==> src/rtl/s_u_bam_iter_mult.sv <==
// Sequential unsigned broken-array multiplier: one partial-product row per clock,
// with a per-operation choice between the broken (approximate) term set and the exact product.
module s_u_bam_iter_mult #(
  parameter int N     = 8,
  parameter int H_CUT = 2,
  parameter int V_CUT = 12
) (
  input  logic           clk,
  input  logic           rst_n,
  input  logic           in_valid,
  output logic           in_ready,
  input  logic [N-1:0]   a,
  input  logic [N-1:0]   b,
  input  logic           approx_en,
  output logic           out_valid,
  input  logic           out_ready,
  output logic [2*N-1:0] prod
);

  localparam int RW = $clog2(N) + 1;

  typedef enum logic [1:0] {
    IDLE,
    BUSY,
    DONE
  } state_t;

  state_t         state;
  state_t         state_nxt;
  logic [N-1:0]   a_r;
  logic [N-1:0]   b_r;
  logic           mode_r;
  logic [RW-1:0]  row;
  logic [2*N-1:0] acc;

  logic           accept;
  logic           row_last;
  logic           row_bit;
  logic [N-1:0]   row_mask;
  logic [2*N-1:0] row_term;

  always_ff @(posedge clk or negedge rst_n) begin
    if (!rst_n) begin
      state <= IDLE;
    end else begin
      state <= state_nxt;
    end
  end

  // DONE can hand off its result and take a new pair in the same cycle, so a
  // stream of operations runs with no idle bubble between them.
  always_comb begin
    state_nxt = state;
    in_ready  = 1'b0;
    out_valid = 1'b0;
    case (state)
      IDLE: begin
        in_ready = 1'b1;
        if (in_valid) state_nxt = BUSY;
      end
      BUSY: begin
        if (row_last) state_nxt = DONE;
      end
      DONE: begin
        out_valid = 1'b1;
        in_ready  = out_ready;
        if (out_ready) state_nxt = in_valid ? BUSY : IDLE;
      end
      default: state_nxt = IDLE;
    endcase
  end

  assign accept   = in_valid && in_ready;
  assign row_last = (row == RW'(N - 1));
  assign row_bit  = |(b_r & (N'(1) << row));

  // Vertical break: column i of the current row survives only when its weight
  // i+row reaches V_CUT; exact mode keeps every column.
  always_comb begin
    row_mask = '0;
    for (int i = 0; i < N; i++) begin
      row_mask[i] = !mode_r || ((i + int'(row)) >= V_CUT);
    end
  end

  assign row_term = {{N{1'b0}}, a_r & row_mask} << row;

  // The horizontal break is applied by starting the row counter at H_CUT, so
  // broken rows never cost a cycle while masked rows still do.
  always_ff @(posedge clk or negedge rst_n) begin
    if (!rst_n) begin
      a_r    <= '0;
      b_r    <= '0;
      mode_r <= 1'b0;
      row    <= '0;
      acc    <= '0;
    end else if (accept) begin
      a_r    <= a;
      b_r    <= b;
      mode_r <= approx_en;
      acc    <= '0;
      row    <= approx_en ? RW'(H_CUT) : '0;
    end else if (state == BUSY) begin
      if (row_bit) acc <= acc + row_term;
      row <= row + RW'(1);
    end
  end

  assign prod = acc;

endmodule

==> config.mk <==
export PLATFORM = sky130hd
export DESIGN_NAME = s_u_bam_iter_mult
export DESIGN_NICKNAME = d
export VERILOG_FILES = /design/src/rtl/s_u_bam_iter_mult.sv
export SDC_FILE = /design/constraint.sdc
export NUM_CORES = 1
export LEC_CHECK = 0
export ABC_AREA = 1
export CORE_MARGIN = 2
export CORE_UTILIZATION = 57
export CTS_CLUSTER_DIAMETER = 40
export DETAILED_ROUTE_END_ITERATION = 6
export GPL_TIMING_DRIVEN = 0
export PLACE_DENSITY = 0.78
export SYNTH_ARGS = -nofsm -noshare
export SYNTH_HDL_FRONTEND = slang
export SYNTH_SLANG_ARGS = --single-unit
export TNS_END_PERCENT = 50
==> constraint.sdc <==
create_clock -name clk -period 3.75 [get_ports clk]
set_input_delay 0.9375 -clock clk [delete_from_list [all_inputs] [get_ports clk]]
set_output_delay 0.9375 -clock clk [all_outputs]
set_load 0.1 [all_outputs]
### Yosys cells after proc, flatten, opt, wreduce, memory -nomap -nowiden

Index checks and enable logic that the tools add are counted.

| cells by class | value |
|---|---|
| reductions and logical operators | 16 |
| shifts and indexed selects | 2 |
| multiplexer cells | 13 |
| eq/ne operators | 6 |
| $lt $le $gt $ge | 8 |
| bitwise gates (word level) | 2 |
| add/subtract/negate cells | 9 |

Operators with widths:

| operator | count |
|---|---|
| $mux W16 | 3 |
| $ge A5 B4 Y1 const B | 7 |
| $add A3 B4 Y5 const A | 4 |
| $add A16 B16 Y16 | 1 |
| $and A8 B8 Y8 | 2 |
| $shl A8 B4 Y16 | 1 |
| $add A2 B4 Y5 const A | 2 |
| $logic_or A1 B1 Y1 | 8 |
| $mux W2 | 4 |
| $mux W4 | 2 |
| $reduce_or A8 Y1 | 1 |
| $shl A1 B4 Y8 const A | 1 |
| $ne A2 B2 Y1 const B | 3 |
| $pmux W2 S3 | 1 |
| $add A1 B4 Y5 const A | 1 |
| $add A4 B1 Y4 const B | 1 |
| $eq A4 B3 Y1 const B | 1 |
| $ge A4 B4 Y1 const B | 1 |
| $reduce_bool A2 Y1 | 2 |
| $reduce_and A3 Y1 | 1 |
| $eq A2 B1 Y1 const B | 1 |
| $eq A2 B2 Y1 const B | 1 |
| $logic_not A2 Y1 | 1 |
| $mux W1 | 2 |
| other kinds (4) | 4 |

| word-level totals | value |
|---|---|
| register bits | 39 |
| logic and storage cells | 62 |

### Longest topological paths before layout

| depth | value |
|---|---|
| depth after elaboration | 9 |
| mapped depth | 27 |
| depth with buffers taken out | 25 |

### Worst setup path before layout

Ideal clock, no wire load.

| timing path | value |
|---|---|
| path kind | in2reg |
| start point | in out_ready |
| end point | reg acc[6] (netlist: prod[6]) |
| required time | 3,615 ps |
| cell stages on the path | 8 |
| setup slack | 309 ps |
| path buffers | 1 |
| library setup time | 135 ps |
| data arrival time | 3,305 ps |
| cell sequence | nor2_1 -> nor2_1 -> nand2_1 -> nand2_1 -> inv_1 -> buf_4 -> nand2_1 -> o21ai_0 |

| on the way | value |
|---|---|
| cells in the longest elaborated chain, start to end | 4 |
| elaborated cells on any way between the ends | 6 |
| classes of those cells | mux: 2; reduce/logical: 4 |

Ends and longest elaborated chain:

| item | line | RTL |
|---|---|---|
| start: declaration | 16 | `input logic out_ready,` |
| $pmux W1 S2 (*) | 56 | `case (state)` |
| net in_ready | 11 | `output logic in_ready,` |
| $logic_and A1 B1 Y1 (*) | 73 | `assign accept = in_valid && in_ready;` |
| $reduce_bool A2 Y1 (no line) | - |  |
| $reduce_and A2 Y1 (no line) | - |  |
| end signal: assignment | 104 | `if (row_bit) acc <= acc + row_term;` |
| end: declaration | 34 | `logic [2*N-1:0] acc;` |

The timed path passes the listed nets; every way through them passes the cells marked *.
A chain may end at the register's enable or synchronous reset.

### Worst setup path after layout

| timing path | value |
|---|---|
| start point | in out_ready |
| end point | out in_ready |

| on the way | value |
|---|---|
| cells in the longest elaborated chain, start to end | 1 |

Ends and longest elaborated chain:

| item | line |
|---|---|
| $pmux W1 S2 | 56 |
| end: declaration | 11 |

Every way passes these cells.

==> impl_metrics.tcl <==
set metrics [dict create \
    drive_gt1_share_pct 16.14 \
    viasPerCell 5.679 \
    cts_buffers 5 \
    crit_required_ps 2810 \
    r2r_start "row[1]$_DFFE_PN0P_" \
    hpwl_um 5992 \
    rows 27 \
    crit_fanout 2 \
    diodes 0 \
    r2r_slack_ps 180 \
    maxCapViolCount 0 \
    final.min_clock_period_ps 3681 \
    min_path_type "flop to flop" \
    cp-start-kind "primary input" \
    place_congestion 0.9155 \
    multi_input_area_um2 2046 \
    first_global_vias 2938 \
    drt_iter0_markers 242 \
    htreeDepth 2 \
    core_um2 5439 \
    reg2reg_depth 21 \
    place_ws_ps -162.9 \
    yosysSeqAreaShare_pct 30.76 \
    cts_sinks 39 \
    drv_slew 0 \
    ys_ff_latch 39 \
    critPathSlowestCell "clkdlybuf4s50_1" \
    end_kind "primary output" \
    fin_crit_sh_pct 98.15 \
    async_reset_ff_share_pct 100.0 \
    min_to "b_r[5]$_DFFE_PN0P_" \
    seq_area_um2 978.4 \
    ctsHoldBuffers 0 \
    vias 3118 \
    syn_inst 428 \
    syn_area_per_cell_um2 7.414 \
    synth_edf_count 0 \
    nNetsFinal 528 \
    yosysWarnings 0 \
    worstHoldStart "b_r[5]$_DFFE_PN0P_" \
    clk_latency_ps 300 \
    final_hold_viol_count 0 \
    nFillCells 454 \
    fin_ws_ps 69.41 \
    dp_cells 538 \
    worstReg2RegEnd "prod[9]$_DFFE_PN0P_" \
    crit_chain "clkdlybuf4s50_1, nor2_1, nor2_1, clkdlybuf4s50_1" \
    final_cell_mix "nand2_1 (138), dfrtp_1 (37), clkdlybuf4s50_1 (37)" \
    final-setup-viol-count 0 \
    clk_path_buf_depth 2 \
    min_path_cells 2 \
    drt-total-wl_um 8255 \
    grt_pass1_wl_um 13600 \
    final_common_cell "nand2_1" \
    crit_buf_inv 2 \
    antenna_found_initial 0 \
    synthesis.nets 480 \
    cts_tree "done" \
    overflow 0 \
    grt_max_degree 40 \
    postRouteAntennaNets 0 \
    fp.dieArea_um2 6180 \
    skew_ps 5.744 \
    holdWs_ps 497.2 \
    outcome "complete, no violations" \
    die-width_um 78.61 \
    portBuffers 38 \
    synth_flop_cell "dfrtp_1" \
    worst_slew_pin_slew_ps 981.9 \
    path_delay_family "buffers and inverters" \
    max_clock_freq_mhz 271.7 \
    die_h_um 78.61 \
    wire_per_inst_um 15.04 \
    clockRootBuffer "clkbuf_8" \
    drc 0 \
    ys_types 38 \
    crit_arrival_ps 2740 \
    slowest_delay_ps 1160 \
    fin_cells 549 \
    grtUsageTotal_pct 27.97 \
    clk_pin_slew_ps 90 \
    start_util_pct 58.34 \
    ios 39 \
    fin_util_pct 70.99 \
    netlist_area_um2 3173 \
    first_pass_iters 5 \
    crit_type "primary input to primary output" \
    max-slew-margin-rel_pct 34.33 \
    area_growth_pct 21.69 \
]
## metal layers
metal  GRT usage (%)  share of wire [%]
met1           40.96                 47
met2           43.25                 45
met3           3.563                6.6
met4           8.246                1.9
met5               0                  0
## flip-flops by register name, indices dropped and copies added (netlist names)
register and cells:
row 4, prod 16, b_r 8, a_r 8
state 2, mode_r 1
## per-stage QoR
step | area [µm²] | TNS [ps]
floorplan | 3173 | 0
global placement | 3643 | -307.6
detailed placement | 3638 | -645.7
CTS | 3751 | 0
global route | 3861 | -26.64
finish | 3861 | 0
## how the worst max path moves through the flow
stage                             from                    to  slack (ps)  cells after the start
global route        row[1]$_DFFE_PN0P_  prod[13]$_DFFE_PN0P_         -30                     23
detailed placement  row[1]$_DFFE_PN0P_  prod[13]$_DFFE_PN0P_        -160                     23
global placement    row[1]$_DFFE_PN0P_  prod[13]$_DFFE_PN0P_        -110                     23
floorplan                    out_ready   prod[6]$_DFFE_PN0P_         310                      8
finish                       out_ready              in_ready          70                      4
CTS                 row[1]$_DFFE_PN0P_  prod[12]$_DFFE_PN0P_          70                     25
## layout make-up
type | count | share of cell area, %
clock buffer | 5 | 1.782
timing repair buffer | 41 | 10.30
tap | 72 | 2.333
clock inverter | 3 | 0.6157
multi-input combinational | 341 | 52.98
sequential | 39 | 25.34
buffer | 13 | 2.981
inverter | 35 | 3.662
## Yosys cell counts (all sizes together) (2+ instances only)
| library cell | count | area [µm²] |
|---|---|---|
| dfrtp | 39 | 975.9 |
| a22o | 3 | 26.28 |
| a31oi | 2 | 12.51 |
| o21ai | 42 | 240.2 |
| nor2 | 25 | 96.35 |
| xnor2 | 3 | 26.28 |
| o22ai | 4 | 25.02 |
| inv | 35 | 136.4 |
| nand2 | 143 | 554.3 |
| nor3 | 2 | 10.01 |
| clkbuf | 3 | 11.26 |
| buf | 10 | 91.33 |
| a21oi | 27 | 146.4 |
| xor2 | 4 | 35.03 |
| o31ai | 3 | 22.52 |
| a21o | 2 | 15.01 |
| nand4 | 2 | 12.51 |
| nand3 | 41 | 285.3 |
| ha | 30 | 375.4 |
## logic make-up (layout without fill, tap and decap cells)
logic type / after synthesis / after routing / share of synthesized area [%]
xor+xnor: 7 / 7 / 1.932
simple gates: 215 / 215 / 30.60
flops: 39 / 39 / 30.76
buf+inv: 48 / 97 / 7.531
fa+ha+maj: 31 / 31 / 12.46
compound gates: 88 / 88 / 16.72
## timing repair
| action | CTS | global route |
|---|---|---|
| gates resized for setup | 5 | 22 |
| pin swaps | 0 | 4 |
| setup endpoints to repair | 8 | 8 |
| buffers inserted | 1 | 2 |
## worst reg2reg max path, cell delays in order (launching register included)
cell,delay (ps)
dfrtp_2,430
buf_6,150
inv_6,100
buf_12,140
ha_2,210
ha_1,270
nand3_1,120
nand2_1,100
nand3_1,80
nand2_1,100
o21ai_2,160
nand2_1,90
o21ai_2,100
nor2_1,90
ha_1,350
a21oi_2,210
o21ai_2,80
a21oi_1,210
o21ai_0,160
a21oi_1,170
o21ai_0,100
nand2_1,70
Power is left out: the tool's default activity adds up to more than one toggle a clock period on the data nets, which glitch-free logic cannot reach.
==> RTL edit 1: new RTL, same settings <==
Make the reset (`rst_n`) synchronous in 2 clocked blocks.
--- a/src/rtl/s_u_bam_iter_mult.sv
+++ b/src/rtl/s_u_bam_iter_mult.sv
@@ -41,3 +41,3 @@
 
-  always_ff @(posedge clk or negedge rst_n) begin
+  always_ff @(posedge clk) begin
     if (!rst_n) begin
@@ -89,3 +89,3 @@
   // broken rows never cost a cycle while masked rows still do.
-  always_ff @(posedge clk or negedge rst_n) begin
+  always_ff @(posedge clk) begin
     if (!rst_n) begin
Behaviour: differs if rst_n is asserted again (counterexample within 4 cycles, from zero or initial values and one cycle with rst_n low); with rst_n held inactive, the same outputs for 4 cycles.
==> RTL edit 1 against the unedited design <==
Global-route usage is 2.2 points higher. Sequential cell count stayed put. Routed wire length is 7.1% higher. Setup slack better by 0.13 ns. Non-clock buffer count is 4 higher. Design area is 0.91% lower. Die area is 0.23% higher. Synthesized area is 0.24% higher. Count of clock-buffer cells in the layout stayed put. Synthesized cell count is 15% higher. Critical path type is now reg -> reg.
Power is left out: it rests on default switching activity, and per cell area and clock period it moved more than threefold.
==> RTL edit 1: results (changes against the unedited design) <==
Synth Warn # -> 0 (unchanged)
syn nets -> 544 (+13%)
total number of vias -> 3364 (+7.9%)
clock-pin transition on the worst setup and hold timing paths -> 0.09 ns (about the same)
Setup Fix Bufs, Post-CTS -> 0 (-1)
Critical Path Source -> row[0]
Inserted Clock Buffers -> 5 (unchanged)
Tot GR Track Use -> 30.2% (+2.2 points)
sequential area share after synthesis -> 24.5% (-6.2 points)
clk buf depth -> 2 (unchanged)
share of cells above drive strength 1 -> 11.7% (-4.5 points)
ys async rst share -> 0% (-100 points)
Port Buf Inserts -> 38 (unchanged)
first-pass GRT wire length -> 14.8 mm (+8.9%)
critical path peak fanout -> 11 (+9)
clock root buffer -> clkbuf_8
worst-margin pin slew -> 0.986 ns (+0.00414 ns)
Reg2Reg Launch Point -> row[0]
Hold/Removal Path Class -> reg -> reg
crit path DAT -> 3.77 ns (+1.03 ns)
status -> completed
GPL Wtd Cong -> 0.952 (+4.0%)
Routed WL -> 8.84 mm (+7.1%)
Setup crit end -> prod[10]
ant diodes -> 0 (unchanged)
Netlist cell types -> 35 (-7.9%)
Setup Skew -> 0.00309 ns (-0.00265 ns)
vias in the first global route -> 3097 (+5.4%)
most frequent cell after synthesis -> nand2_1
reg2reg path depth -> 22 (+4.8%)
flop-to-flop setup slack -> 0.20 ns (+0.02 ns)
First-pass DRT Iterations -> 5 (unchanged)
synth cell count leaders -> nand2_1 (116), nand3_1 (62), a21oi_1 (51)
post-layout net count -> 591 (+12%)
CTS resizes -> 3 (-2)
dpl hpwl -> 6.73 mm (+12%)
DR iter-0 viols -> 335 (+38%)
top cells by area, synth -> dfxtp_1 (25%), nand2_1 (14%), ha_1 (12%), nand3_1 (9.8%), a21oi_1 (8.0%)
Largest register FFs -> 16 (unchanged)
H-tree depth -> 2 (unchanged)
largest net degree at the start of global routing -> 16 (-60%)
clock latency at the later pin of the worst-skew pair -> 0.30 ns (about the same)
initial antenna violation count -> 0 (unchanged)
==> RTL edit 1: cell types whose count changed after synthesis, moves of 6 or more <==
| cell | unedited run | this run |
|---|---|---|
| dfrtp_1 | 39 | 0 |
| dfxtp_1 | 0 | 39 |
| nand3_1 | 25 | 62 |
| a21oi_1 | 24 | 51 |
| nor2_1 | 24 | 48 |
| nand2_1 | 138 | 116 |
| nand3_2 | 16 | 4 |
| inv_1 | 29 | 37 |
| buf_2 | 1 | 7 |
==> RTL edit 1: routing by layer <==
metal	GRT usage, %	vias up	share of wire (%)
met3	3.52	9	6.7
met5	0	-	0
met2	47.2	122	44
li1	-	1719	-
met1	44.6	1514	49
met4	6.49	0	1.0
==> RTL edit 1: cells by family after synthesis <==
logic type	count (synthesis)	share of synthesized area, %
XOR/XNOR	7	1.93
flip-flops	39	24.5
AO/OA/AOI/OAI	97	16.4
AND/OR/NAND/NOR	254	35.4
buffers and inverters	62	8.81
adder cells (fa/ha/maj)	32	12.8
==> RTL edit 1: how the worst min path moves through the flow <==
| stage | to | slack, ns | cells after the start | from |
|---|---|---|---|---|
| 3_3_place_gp | b_r[6] | 0.44 | 2 | b_r[6] |
| 3_5_place_dp | b_r[6] | 0.46 | 2 | b_r[6] |
| 6_report | b_r[6] | 0.46 | 2 | b_r[6] |
| 2_1_floorplan | b_r[1] | 0.43 | 2 | b_r[1] |
| 4_1_cts | b_r[6] | 0.47 | 2 | b_r[6] |
| 5_1_grt | b_r[2] | 0.50 | 2 | b_r[2] |
==> RTL edit 1: cell type report <==
cell class              instances  area, µm²
fillers                       518       1610
clock inverters                 3       47.5
inverters                      44        165
flip-flops and latches         39        782
well taps                      72       90.1
multi-input cells             390       2160
clock buffers                   5       68.8
repair buffers                 40        397
plain buffers                  18        120
==> RTL edit 1: through the flow <==
step / instance area, µm² / util [%] / worst slack, ns / instances / hold WS (ns)
floorplan: 3180 / - / 0.624 / 491 / 0.429
global placement: 3650 / 67.1 / -0.372 / 601 / 0.442
detailed placement: 3650 / 67.1 / -0.383 / 601 / 0.456
CTS: 3770 / 69.3 / 0.136 / 609 / 0.468
global route: 3830 / 70.3 / 0.00747 / 611 / 0.501
finish: 3830 / 70.3 / 0.195 / 611 / 0.464
==> RTL edit 1: worst max-delay path: stages (launching register included) <==
cell and delay (ns):
dfxtp_1 0.36, buf_2 0.21, inv_1 0.08, clkbuf_4 0.21, ha_2 0.26, ha_1 0.29, nand3_1 0.09, nand2_1 0.08
nand3_1 0.09, nand3_1 0.10, nand2_1 0.11, nand2_1 0.05, nand2_1 0.07, nor2_1 0.05, ha_1 0.37, nand2_1 0.13
o21ai_0 0.36, nand3b_1 0.21, nand2_1 0.08, inv_1 0.06, o21ai_0 0.08, nand2_1 0.08, inv_1 0.03
==> RTL edit 2: new RTL, same flow settings <==
Without the edit above. The parameter `N` goes from 8 to 4.
--- a/src/rtl/s_u_bam_iter_mult.sv
+++ b/src/rtl/s_u_bam_iter_mult.sv
@@ -3,3 +3,3 @@
 module s_u_bam_iter_mult #(
-  parameter int N     = 8,
+  parameter int N     = 4,
   parameter int H_CUT = 2,
Interface: changed (resized a, b and prod); port bits go from 39 to 23. The function was not compared with the original's and may differ.
==> RTL edit 2 against the unedited design <==
Sequential cell count is 17 lower. First-iteration DRC count is 77% lower. Setup slack worse by 0.015 ns. Clock skew is 0.0071 ns higher. Routed wire length is 56% lower. Count of clock-buffer cells in the layout is 2 lower. Synthesized area is 46% lower. Design area is 49% lower. Critical endpoint unchanged.
Power is not shown: default switching activity piles up to over one toggle a cycle in this logic, so the estimate is an artifact.
==> RTL edit 2: results (changes against the unedited design) <==
worst-margin pin slew -> 1.03 ns (+0.0527 ns)
CTS resizes -> 0 (-5)
Tot GR Track Use -> 25.1% (-2.9 points)
sequential area share after synthesis -> 32.4% (+1.6 points)
Finished Layout Cells -> 254 (-54%)
min Tclk post-route -> 3.70 ns (+0.0152 ns)
post-synthesis adder-cell area fraction -> 14.4% (+2.0 points)
dpl hpwl -> 2.87 mm (-52%)
Core Box Area -> 2810 µm² (-48%)
number of non-clock buffers -> 26 (-52%)
syn avg cell area -> 8.58 µm² (+16%)
flop-to-flop setup slack -> 0.53 ns (+0.35 ns)
Largest register FFs -> 8 (-8)
Netlist cell types -> 34 (-11%)
GPL Wtd Cong -> 0.863 (-5.7%)
Port Buf Inserts -> 22 (-42%)
status -> completed
Seq. cell area -> 551 µm² (-44%)
vias in the first global route -> 1508 (-49%)
synth cell count leaders -> nand2_1 (53), dfrtp_1 (22), ha_1 (18)
compound-cell area share of the yosys netlist -> 13.1% (-3.6 points)
clk sinks -> 22 (-44%)
total number of vias -> 1408 (-55%)
DR iter-0 viols -> 55 (-77%)
clock-cell share of area -> 1.14% (-1.3 points)
DP Worst Slack -> 0.0436 ns (+0.207 ns)
inverters -> 21 (-40%)
Final Instance Area -> 1980 µm² (-49%)
H-tree depth -> 1 (-1)
clock-pin transition on the worst setup and hold timing paths -> 0.11 ns (+0.02 ns)
largest net degree at the start of global routing -> 23 (-43%)
crit path DAT -> 2.76 ns (+0.02 ns)
post-synthesis xor/xnor area fraction -> 0% (-1.9 points)
post-layout net count -> 257 (-51%)
clock root buffer -> clkbuf_4
Synth Warn # -> 0 (unchanged)
Hold WS -> 0.495 ns (-0.00239 ns)
routed len/inst -> 14.3 µm (-4.8%)
-- RTL edit 2: cell types whose count changed in the layout (fill, tap and decap cells not counted), sizes merged, moves of 4 or more --
cell / before / now
nand3: 41 / 19
o21ai: 42 / 13
buf: 14 / 4
clkbuf: 8 / 3
inv: 36 / 21
nor2: 25 / 13
clkdlybuf4s50: 37 / 22
dfrtp: 39 / 22
xor2: 4 / 0
a21oi: 27 / 8
ha: 30 / 18
nand2: 143 / 60
-- RTL edit 2: per-layer routing --
metal	track usage (%)	vias up	part of all wire, %
li1	-	711	-
met1	33.2	664	45
met2	43.3	29	49
met3	3.52	4	4.4
met4	6.17	0	0.88
met5	0	-	0
-- RTL edit 2: worst min-delay path by stage --
stage,from,endpoint,cells after the start
2_1_floorplan,b_r[0],b_r[0],2
3_3_place_gp,b_r[1],b_r[1],2
3_5_place_dp,b_r[1],b_r[1],2
4_1_cts,b_r[1],b_r[1],2
5_1_grt,b_r[1],b_r[1],2
6_report,b_r[1],b_r[1],2
